## src/rtl/fab_clk_enable_gen.sv

```systemverilog
// Fabric clock-enable generator: a lock/settle counter plus NUM_CH programmable
// enable strobes with 50%-duty toggles and glitch-free divisor updates.
module fab_clk_enable_gen #(
    parameter int NUM_CH      = 3,
    parameter int DIV_W       = 16,
    parameter int LOCK_CYCLES = 1024,
    parameter int DEFAULT_DIV = 2
) (
    input  logic              FAB_CLK,
    input  logic              RESET,
    input  logic [NUM_CH-1:0] DIV_WR,
    input  logic [DIV_W-1:0]  DIV_DATA,
    input  logic [NUM_CH-1:0] CH_EN,
    output logic [NUM_CH-1:0] CE_OUT,
    output logic [NUM_CH-1:0] TGL_OUT,
    output logic [NUM_CH-1:0] DIV_PEND,
    output logic              FAB_LOCK
);

    localparam int               LOCK_W    = (LOCK_CYCLES > 1) ? $clog2(LOCK_CYCLES) : 1;
    localparam logic [LOCK_W-1:0] LOCK_LAST = LOCK_W'(LOCK_CYCLES - 1);
    localparam logic [DIV_W-1:0]  DIV_RST   = DIV_W'(DEFAULT_DIV);
    localparam logic [DIV_W-1:0]  DIV_ONE   = DIV_W'(1);

    logic [LOCK_W-1:0] lock_cnt_reg;
    logic              lock_reg;
    logic [DIV_W-1:0]  div_wr_val;

    // The lock counter freezes once lock is reached, so it can never wrap.
    always_ff @(posedge FAB_CLK or posedge RESET) begin
        if (RESET) begin
            lock_cnt_reg <= '0;
            lock_reg     <= 1'b0;
        end else if (!lock_reg) begin
            if (lock_cnt_reg == LOCK_LAST) begin
                lock_reg <= 1'b1;
            end else begin
                lock_cnt_reg <= lock_cnt_reg + LOCK_W'(1);
            end
        end
    end

    assign FAB_LOCK = lock_reg;

    // A zero divisor is meaningless, so it is promoted to 1 (strobe every cycle).
    assign div_wr_val = (DIV_DATA == '0) ? DIV_ONE : DIV_DATA;

    generate
        for (genvar gi = 0; gi < NUM_CH; gi++) begin : g_ch
            logic [DIV_W-1:0] cnt_reg, cnt_next;
            logic [DIV_W-1:0] div_reg, div_next;
            logic [DIV_W-1:0] shd_reg, shd_next;
            logic             ce_reg, ce_next;
            logic             tgl_reg, tgl_next;
            logic             pend_reg, pend_next;
            logic             run;
            logic             tc;

            assign run = lock_reg & CH_EN[gi];
            assign tc  = (cnt_reg == div_reg - DIV_ONE);

            always_comb begin
                cnt_next  = cnt_reg;
                div_next  = div_reg;
                shd_next  = shd_reg;
                ce_next   = 1'b0;
                tgl_next  = tgl_reg;
                pend_next = pend_reg;
                if (!run) begin
                    // Idle channel: divisor tracks the latest write with no deferral.
                    cnt_next  = '0;
                    pend_next = 1'b0;
                    if (DIV_WR[gi]) begin
                        shd_next = div_wr_val;
                        div_next = div_wr_val;
                    end else begin
                        div_next = shd_reg;
                    end
                end else if (tc) begin
                    cnt_next  = '0;
                    ce_next   = 1'b1;
                    tgl_next  = ~tgl_reg;
                    pend_next = 1'b0;
                    if (DIV_WR[gi]) begin
                        shd_next = div_wr_val;
                        div_next = div_wr_val;
                    end else if (pend_reg) begin
                        div_next = shd_reg;
                    end
                end else begin
                    cnt_next = cnt_reg + DIV_ONE;
                    if (DIV_WR[gi]) begin
                        shd_next  = div_wr_val;
                        pend_next = 1'b1;
                    end
                end
            end

            always_ff @(posedge FAB_CLK or posedge RESET) begin
                if (RESET) begin
                    cnt_reg  <= '0;
                    div_reg  <= DIV_RST;
                    shd_reg  <= DIV_RST;
                    ce_reg   <= 1'b0;
                    tgl_reg  <= 1'b0;
                    pend_reg <= 1'b0;
                end else begin
                    cnt_reg  <= cnt_next;
                    div_reg  <= div_next;
                    shd_reg  <= shd_next;
                    ce_reg   <= ce_next;
                    tgl_reg  <= tgl_next;
                    pend_reg <= pend_next;
                end
            end

            assign CE_OUT[gi]   = ce_reg;
            assign TGL_OUT[gi]  = tgl_reg;
            assign DIV_PEND[gi] = pend_reg;
        end
    endgenerate

endmodule

```

## config.mk

```make
export PLATFORM = sky130hd
export DESIGN_NAME = fab_clk_enable_gen
export DESIGN_NICKNAME = d
export VERILOG_FILES = /design/src/rtl/fab_clk_enable_gen.sv
export SDC_FILE = /design/constraint.sdc
export NUM_CORES = 1
export LEC_CHECK = 0
export ABC_AREA = 0
export CORE_MARGIN = 2
export CORE_UTILIZATION = 50
export CTS_CLUSTER_DIAMETER = 30
export DETAILED_ROUTE_END_ITERATION = 6
export PLACE_DENSITY_LB_ADDON = 0.12
export SYNTH_ARGS = -nofsm -noshare
export SYNTH_HDL_FRONTEND = slang
export SYNTH_SLANG_ARGS = --single-unit
```

## constraint.sdc

```tcl
create_clock -name FAB_CLK -period 5.3 [get_ports FAB_CLK]
set_clock_uncertainty 0.2 [all_clocks]
set_input_delay 1.06 -clock FAB_CLK [delete_from_list [all_inputs] [get_ports FAB_CLK]]
set_output_delay 1.06 -clock FAB_CLK [all_outputs]
set_load 0.02 [all_outputs]
```

# Word level (Yosys, flattened, before mapping)
# Cells that the tools add are included.
# W data, S select, Z words.
# word_totals
ram_bits,0
wordCells,95
memories,0
latchBits,0
inputBits,24
out_inout_bits,10
mem_bits_ro,0
ff_bits,164
# classes
multipliers,0
reduce_logical,8
n_shift,0
addsub,7
mux,39
n_eq_ne,13
div,0
order_cmp,0
bitwise_logic,8
# op_table
operator,count
$mux W16,22
$add A16 B1 Y16 const B,3
$eq A16 B16 Y1,3
$sub A16 B1 Y16 const B,3
$mux W1,17
$logic_not A16 Y1,1
$reduce_and A2 Y1,7
$add A10 B1 Y10 const B,1
$eq A10 B10 Y1 const B,1
$ne A3 B2 Y1 const B,3
$ne A3 B3 Y1 const B,3
$ne A2 B1 Y1 const B,3
$not A1 Y1,5
$and A1 B1 Y1,3

# Longest topological paths before layout
# Gate-level depths: netlist (run 1).
# logic_depth
ltp_word,5
ltp_mapped,12
mapped_depth_nobuf,9

# Worst setup path before layout (run 1)
# Ideal clock, no wire load.
# synth_timing
path_kind,register to register
startpoint,reg g_ch[1].div_reg[0]
endpoint,reg g_ch[1].div_reg[10]
synth_period_minus_slack_ps,3222
arrival_time_ps,2897
t_required_ps,4975
path_stages_with_launch,13
setup_slack_ps,2078
path_buffers,3
setup_time_ps,125
cell_sequence,dfrtp_1 -> clkbuf_1 -> inv_1 -> ha_1 -> clkbuf_2 -> or4b_1 -> nor3_1 -> xnor2_1 -> nor4_1 -> nand4_1 -> o311ai_4 -> buf_8 -> mux2_4
# synth_between
elab_chain_cells,4
# synth_rtl
item,line_no,rtl
from (decl),51,"logic [DIV_W-1:0] div_reg, div_next;"
from (signal assigned),109,div_reg <= div_next;
$sub A16 B1 Y16,60,assign tc = (cnt_reg == div_reg - DIV_ONE);
$eq A16 B16 Y1,60,
$ne A2 B1 Y1 (no source line),n/a,
$reduce_and A2 Y1 (no source line),n/a,
# Every way passes these cells.
# A chain may end at the register's enable or synchronous reset.

# Final worst setup path (run 1)
# layout_timing
startpoint,reg g_ch[1].div_reg[0]
endpoint,reg g_ch[1].div_reg[14]
# The elaborated chain is that of the path after synthesis.

==> results of run 1 <==
==> worst max-delay path, delay by kind of cell, from the launching register on <==
family / cells / cell delay, ps
AO/OA/AOI/OAI: 1 / 820
flip-flops: 1 / 460
AND/OR/NAND/NOR: 4 / 1330
adder cells (fa/ha/maj): 1 / 330
multiplexers: 1 / 410
buffers and inverters: 1 / 90
XOR/XNOR: 1 / 110
==> logic make-up (layout without fill, tap and decap cells) <==
group,count (synthesis),in the layout
multiplexers,101,101
buffers and inverters,58,84
AND/OR/NAND/NOR,267,267
flip-flops,164,164
adder cells (fa/ha/maj),7,7
AO/OA/AOI/OAI,59,59
XOR/XNOR,109,109
==> path summary, 6_finish.rpt <==
| path | from | endpoint | slack, ps | depth (start not counted) |
|---|---|---|---|---|
| worst max-delay path | g_ch[1].div_reg[0] | g_ch[1].div_reg[14] | 1420 | 9 |
| worst min-delay path | g_ch[0].tgl_reg | g_ch[0].tgl_reg | 260 | 1 |
| worst max register to register | g_ch[1].div_reg[0] | g_ch[1].div_reg[14] | 1420 | 9 |
| worst min register to register | g_ch[0].tgl_reg | g_ch[0].tgl_reg | 260 | 1 |
| max in group asynchronous | RESET | g_ch[1].div_reg[1] | 3000 | 3 |
| min in group asynchronous | RESET | g_ch[0].shd_reg[2] | 980 | 2 |
==> power by group through the flow <==
| stage | Combinational, µW | Sequential [µW] | Clock, µW |
|---|---|---|---|
| after floorplan | 228 | 1390 | 0 |
| after global placement | 279 | 1420 | 0 |
| after detailed placement | 287 | 1420 | 0 |
| after CTS | 289 | 1400 | 1190 |
| after global routing | 318 | 1410 | 1250 |
| final | 287 | 1400 | 1160 |
==> layout make-up <==
cell class	instances	share of cell area (%)
clock inverters	14	1.24
clock buffers	18	4.61
flip-flops and latches	164	43.2
multi-input cells	543	43.4
well taps	220	2.89
repair buffers	36	3.97
inverters	16	0.671
==> cells in the mapped netlist (3+ instances only) <==
library cell / number / share of area (%)
buf_4: 9 / 0.79
nand4_1: 13 / 0.95
inv_1: 16 / 0.70
mux2_1: 6 / 0.79
nand2b_1: 5 / 0.37
nand3b_1: 3 / 0.26
nor3_1: 50 / 2.9
o21ai_0: 14 / 0.82
nor2b_1: 3 / 0.22
o31ai_1: 3 / 0.26
and3_1: 15 / 1.1
dfstp_2: 6 / 1.8
nand4b_1: 5 / 0.51
clkbuf_1: 19 / 0.84
or4_1: 6 / 0.53
dfrtp_1: 158 / 46
nand3_1: 39 / 2.3
mux2i_1: 7 / 0.82
nand2_1: 33 / 1.5
buf_1: 4 / 0.18
nor4_2: 3 / 0.44
mux2_4: 20 / 3.5
xnor2_1: 52 / 5.3
buf_2: 6 / 0.35
ha_1: 7 / 1.0
or4b_1: 3 / 0.35
a41oi_1: 4 / 0.41
or3_1: 3 / 0.22
nor4_1: 14 / 1.0
nor3b_1: 6 / 0.53
mux2_2: 68 / 9.0
a21oi_1: 11 / 0.65
xor2_1: 57 / 5.9
nor2_1: 52 / 2.3
==> through the flow <==
| stage | std cells | worst slack (ps) | area, µm² |
|---|---|---|---|
| after global placement | 979 | 1460 | 8960 |
| final | 1011 | 1420 | 9520 |
| after CTS | 1011 | 1430 | 9520 |
| after floorplan | 765 | 1960 | 8530 |
| after global routing | 1011 | 1100 | 9520 |
| after detailed placement | 979 | 1400 | 8960 |
==> layer usage <==
layer	track usage (%)	share of wire, %	routed length [µm]
met1	28.2	46	8160
met5	0	0	0
met2	34.3	48	8620
met3	4.17	4.1	732
met4	7.13	1.7	309
==> run summary, run 1 <==
Status -> completed
Clock buffer depth -> 2
Comb pwr share -> 10.1%
Postcts setup bufs -> 0
Total clock buffers created by CTS -> 17
DR iter-0 viols -> 399
Syn_nets -> 796
Fmax achieved -> 0.258 GHz
Total global-route track usage -> 21.0%
Worst path slowest cell -> o311ai_4
Hold_buf cts -> 0
Largest family of logic cells by synthesized area -> simple AND/OR/NAND/NOR gates
Sw Ratio -> 26.4%
RSZ-0062 raised after global routing -> false
Post-synthesis simple-gate area fraction -> 17.0%
Die height -> 135 µm
Share of layout cells above drive strength 1 -> 18.5%
DRC Markers -> 0
VDD IR max -> 0.000258 V
Routed WL -> 17800 µm
Initial Util -> 51.3%
Cell Area, Synth -> 8530 µm²
Ant diodes -> 0
Final period util -> 73.1%
Commonest non-fill, non-tap cell in the layout -> dfrtp_1
Synth Area in Compound Gates -> 5.15%
Critical Path RT -> 5410 ps
Total number of vias -> 5785
Slew headroom -> 18.9%
Vias in the first global route -> 5692
Cell leakage power -> 0.00384 µW
Die Wd -> 135 µm
Post-Synth XOR/XNOR Area -> 11.2%
# setup viols final -> 0
Worst-Margin Slew -> 1210 ps
Port Buf Inserts -> 33
Synthesized instance count -> 765
PwrDens -> 299 nW/µm²
IO Count -> 34
Synth-to-Final Area Change -> 11.6%
First-pass GRT wire length -> 29700 µm
Worst Hold Class -> reg2reg
Register Area -> 4110 µm²
Nature of the critical path startpoint -> register
Critical path arrival -> 3990 ps
Clock share of power -> 40.7%
Critical path class -> reg2reg
Gpl congestion -> 0.867
Adder-cell share of the synthesized area -> 1.03%
Final core utilization -> 57.2%
#FFs+latches synth -> 164
WHS -> 265 ps
CP Cell Sequence -> inv_1, ha_1, or4b_1, nor3_1, xnor2_1, nor4_1, nand4_1, o311ai_4, mux2_2
Syn Area/Cell -> 11.1 µm²
Cell-internal power -> 2100 µW
Power, Total -> 2850 µW
Post-route ant nets -> 0
Largest fanout on the critical path -> 15
Floorplan row count -> 47
Setup Total Neg Slack -> 0 ps
Final number of hold-violating endpoints -> 0
Clk root buf -> clkbuf_16
Post-DP HPWL -> 12700 µm
Crit end category -> register
Clk Latency, worst-skew pair -> 430 ps
CP peak stage delay -> 820 ps
DRT Pass-1 Iters -> 5
Reg clk slew, reported paths -> 70 ps
Sw power -> 751 µW
Period minus WS final -> 3880 ps
Netlist cell types -> 65
Post-synth EDFFs -> 0
Max H-tree Level -> 4
Filler Cell Count -> 1425
Most frequent cells in the layout -> 158 x dfrtp_1, 68 x mux2_2, 57 x xor2_1, 52 x nor2_1, 52 x xnor2_1
Core ar. -> 16600 µm²
Seq pwr share -> 49.3%
Synth Flop Type -> dfrtp_1
Nets -> 809
Asr flop ratio synth -> 100%
Antenna violations before repair -> 0
Sequential fraction of the synthesis area -> 48.2%
Mux contribution to synthesized area -> 14.1%
CTS sink cnt -> 164
Die area -> 18100 µm²
Yosys warning count -> 0
Post-CTS Resized -> 0
Mean routed wirelength per cell -> 17.6 µm
CTS tree -> built
Max_cap viols -> 0
Footprint of the multi-input gates -> 4130 µm²
Max Slew Vio Count -> 0
Largest net degree at the start of global routing -> 86
GR Overflow Total -> 0
DR vias/cell -> 5.72
(Power assumes the default switching activity.)
==> run 2: changes to the inputs <==
==> constraint.sdc (replaced) <==
create_clock -name FAB_CLK -period 3.2 [get_ports FAB_CLK]
set_clock_uncertainty 0.2 [all_clocks]
set_input_delay 0.64 -clock FAB_CLK [delete_from_list [all_inputs] [get_ports FAB_CLK]]
set_output_delay 0.64 -clock FAB_CLK [all_outputs]
set_load 0.02 [all_outputs]
==> run summary, run 2 (same netlist as run 1, synthesis figures left out) <==
Finished Layout Cells -> 1099
Post-DP HPWL -> 14000 µm
Total clock buffers created by CTS -> 17
Hold_buf cts -> 0
Crit end category -> register
Final period util -> 99.9%
Cell-internal power -> 3740 µW
Gpl congestion -> 0.894
Filler Cell Count -> 1302
Worst Hold Class -> reg2reg
Clk root buf -> clkbuf_16
IO Count -> 34
Routed WL -> 19300 µm
Max Slew Vio Count -> 0
Core ar. -> 16600 µm²
Floorplan row count -> 47
Comb pwr share -> 13.0%
Period minus WS final -> 3200 ps
Mean routed wirelength per cell -> 17.6 µm
GR Overflow Total -> 0
Status -> completed
VDD IR max -> 0.000390 V
Nets -> 897
DR iter-0 viols -> 341
DRT Pass-1 Iters -> 5
RSZ-0062 raised after global routing -> true
Synth-to-Final Area Change -> 23.2%
First-pass GRT wire length -> 31300 µm
Fmax achieved -> 0.313 GHz
Clock share of power -> 41.3%
Cell leakage power -> 0.00438 µW
Nature of the critical path startpoint -> register
Vias in the first global route -> 6007
Clock buffer depth -> 2
Max_cap viols -> 0
Initial Util -> 51.3%
Placed insts -> 1052
Most frequent cells in the layout -> 155 x dfrtp_1, 81 x buf_4, 67 x mux2_2, 57 x xor2_1, 50 x nor2_1
Final number of hold-violating endpoints -> 0
Sw power -> 1270 µW
Total number of vias -> 6148
Die Wd -> 135 µm
Slew headroom -> 42.7%
Clk Latency, worst-skew pair -> 430 ps
Max H-tree Level -> 4
Seq pwr share -> 45.7%
Largest fanout on the critical path -> 8
Post-route ant nets -> 0
Ant diodes -> 0
Largest net degree at the start of global routing -> 58
DR vias/cell -> 5.59
Antenna violations before repair -> 0
Critical Path RT -> 3310 ps
Total global-route track usage -> 22.1%
Die height -> 135 µm
PwrDens -> 477 nW/µm²
Power, Total -> 5010 µW
Sw Ratio -> 25.4%
Share of layout cells above drive strength 1 -> 30.4%
# setup viols final -> 0
Reg clk slew, reported paths -> 60 ps
Critical path arrival -> 3300 ps
CTS sink cnt -> 164
Port Buf Inserts -> 33
Commonest non-fill, non-tap cell in the layout -> dfrtp_1
Worst-Margin Slew -> 851 ps
Die area -> 18100 µm²
Critical path class -> reg2reg
DRC Markers -> 0
CTS tree -> built
-- run 2: cell types whose count changed in the layout (fill, tap and decap cells not counted), moves of 3 or more --
cell     before  now
dfrtp_2       0    3
buf_4         1   81
buf_6         0    4
inv_6         7    4
xnor2_2       0    3
nor4_4        1    5
xnor2_1      52   49
nor4_1       14   10
dfrtp_1     158  155
-- run 2: timing repair --
item / CTS / global route
resized for setup: 4 / 43
gates cloned: 0 / 2
setup buffers: 0 / 13
endpoints found under the setup margin: 36 / 68
pin swaps: 0 / 16
-- run 2: final timing paths --
kind	start	to	slack (ps)	depth (start not counted)
min in group asynchronous	RESET	g_ch[0].shd_reg[5]	380	2
min reg2reg	lock_cnt_reg[7]	lock_cnt_reg[7]	270	1
min	lock_cnt_reg[7]	lock_cnt_reg[7]	270	1
max	g_ch[0].div_reg[0]	g_ch[0].div_reg[2]	4	10
max reg2reg	g_ch[0].div_reg[0]	g_ch[0].div_reg[2]	4	10
max in group asynchronous	RESET	g_ch[0].div_reg[1]	1720	3
-- run 2: final cells by class --
class | count | area (µm²) | share of cell area, %
multi-input cells | 544 | 4360 | 41.5
flip-flops and latches | 164 | 4120 | 39.2
repair buffers | 123 | 1090 | 10.4
clock buffers | 20 | 457 | 4.35
well taps | 220 | 275 | 2.62
clock inverters | 12 | 144 | 1.37
inverters | 16 | 63.8 | 0.607
-- run 2: through the flow --
step / setup TNS, ps / hold WS (ps) / utilization [%] / cell area [µm²] / worst slack, ps
after floorplan: 0 / 237 / - / 8550 / 28.6
after CTS: 0 / 277 / 61.1 / 10200 / 4.13
final: 0 / 272 / 63.1 / 10500 / 4.08
after global placement: -57.4 / 255 / 57.3 / 9540 / -57.4
after detailed placement: -3670 / 265 / 57.3 / 9540 / -183
after global routing: -2240 / 291 / 63.1 / 10500 / -131
-- run 2: power groups by stage --
stage	logic [µW]	clock network (µW)	registers [µW]
finish	652	2070	2290
global route	713	2210	2300
CTS	607	2110	2280
detailed placement	601	0	2320
global placement	582	0	2310
floorplan	378	0	2300
-- run 2: routing by layer --
metal	up-vias	routed length, µm	GRT usage [%]
li1	2916	-	-
met1	3101	9040	31.1
met2	110	9330	35.3
met3	21	723	4.47
met4	0	258	5.79
met5	-	0	0
-- run 2: critical path: stages, from the launching register on --
cell and delay [ps]:
dfrtp_1 420, or4_4 550, buf_6 140, or4b_4 510, a21oi_2 140, a311oi_2 70, nor4_2 320, buf_4 200
a21oi_4 60, buf_12 150, mux2_1 310
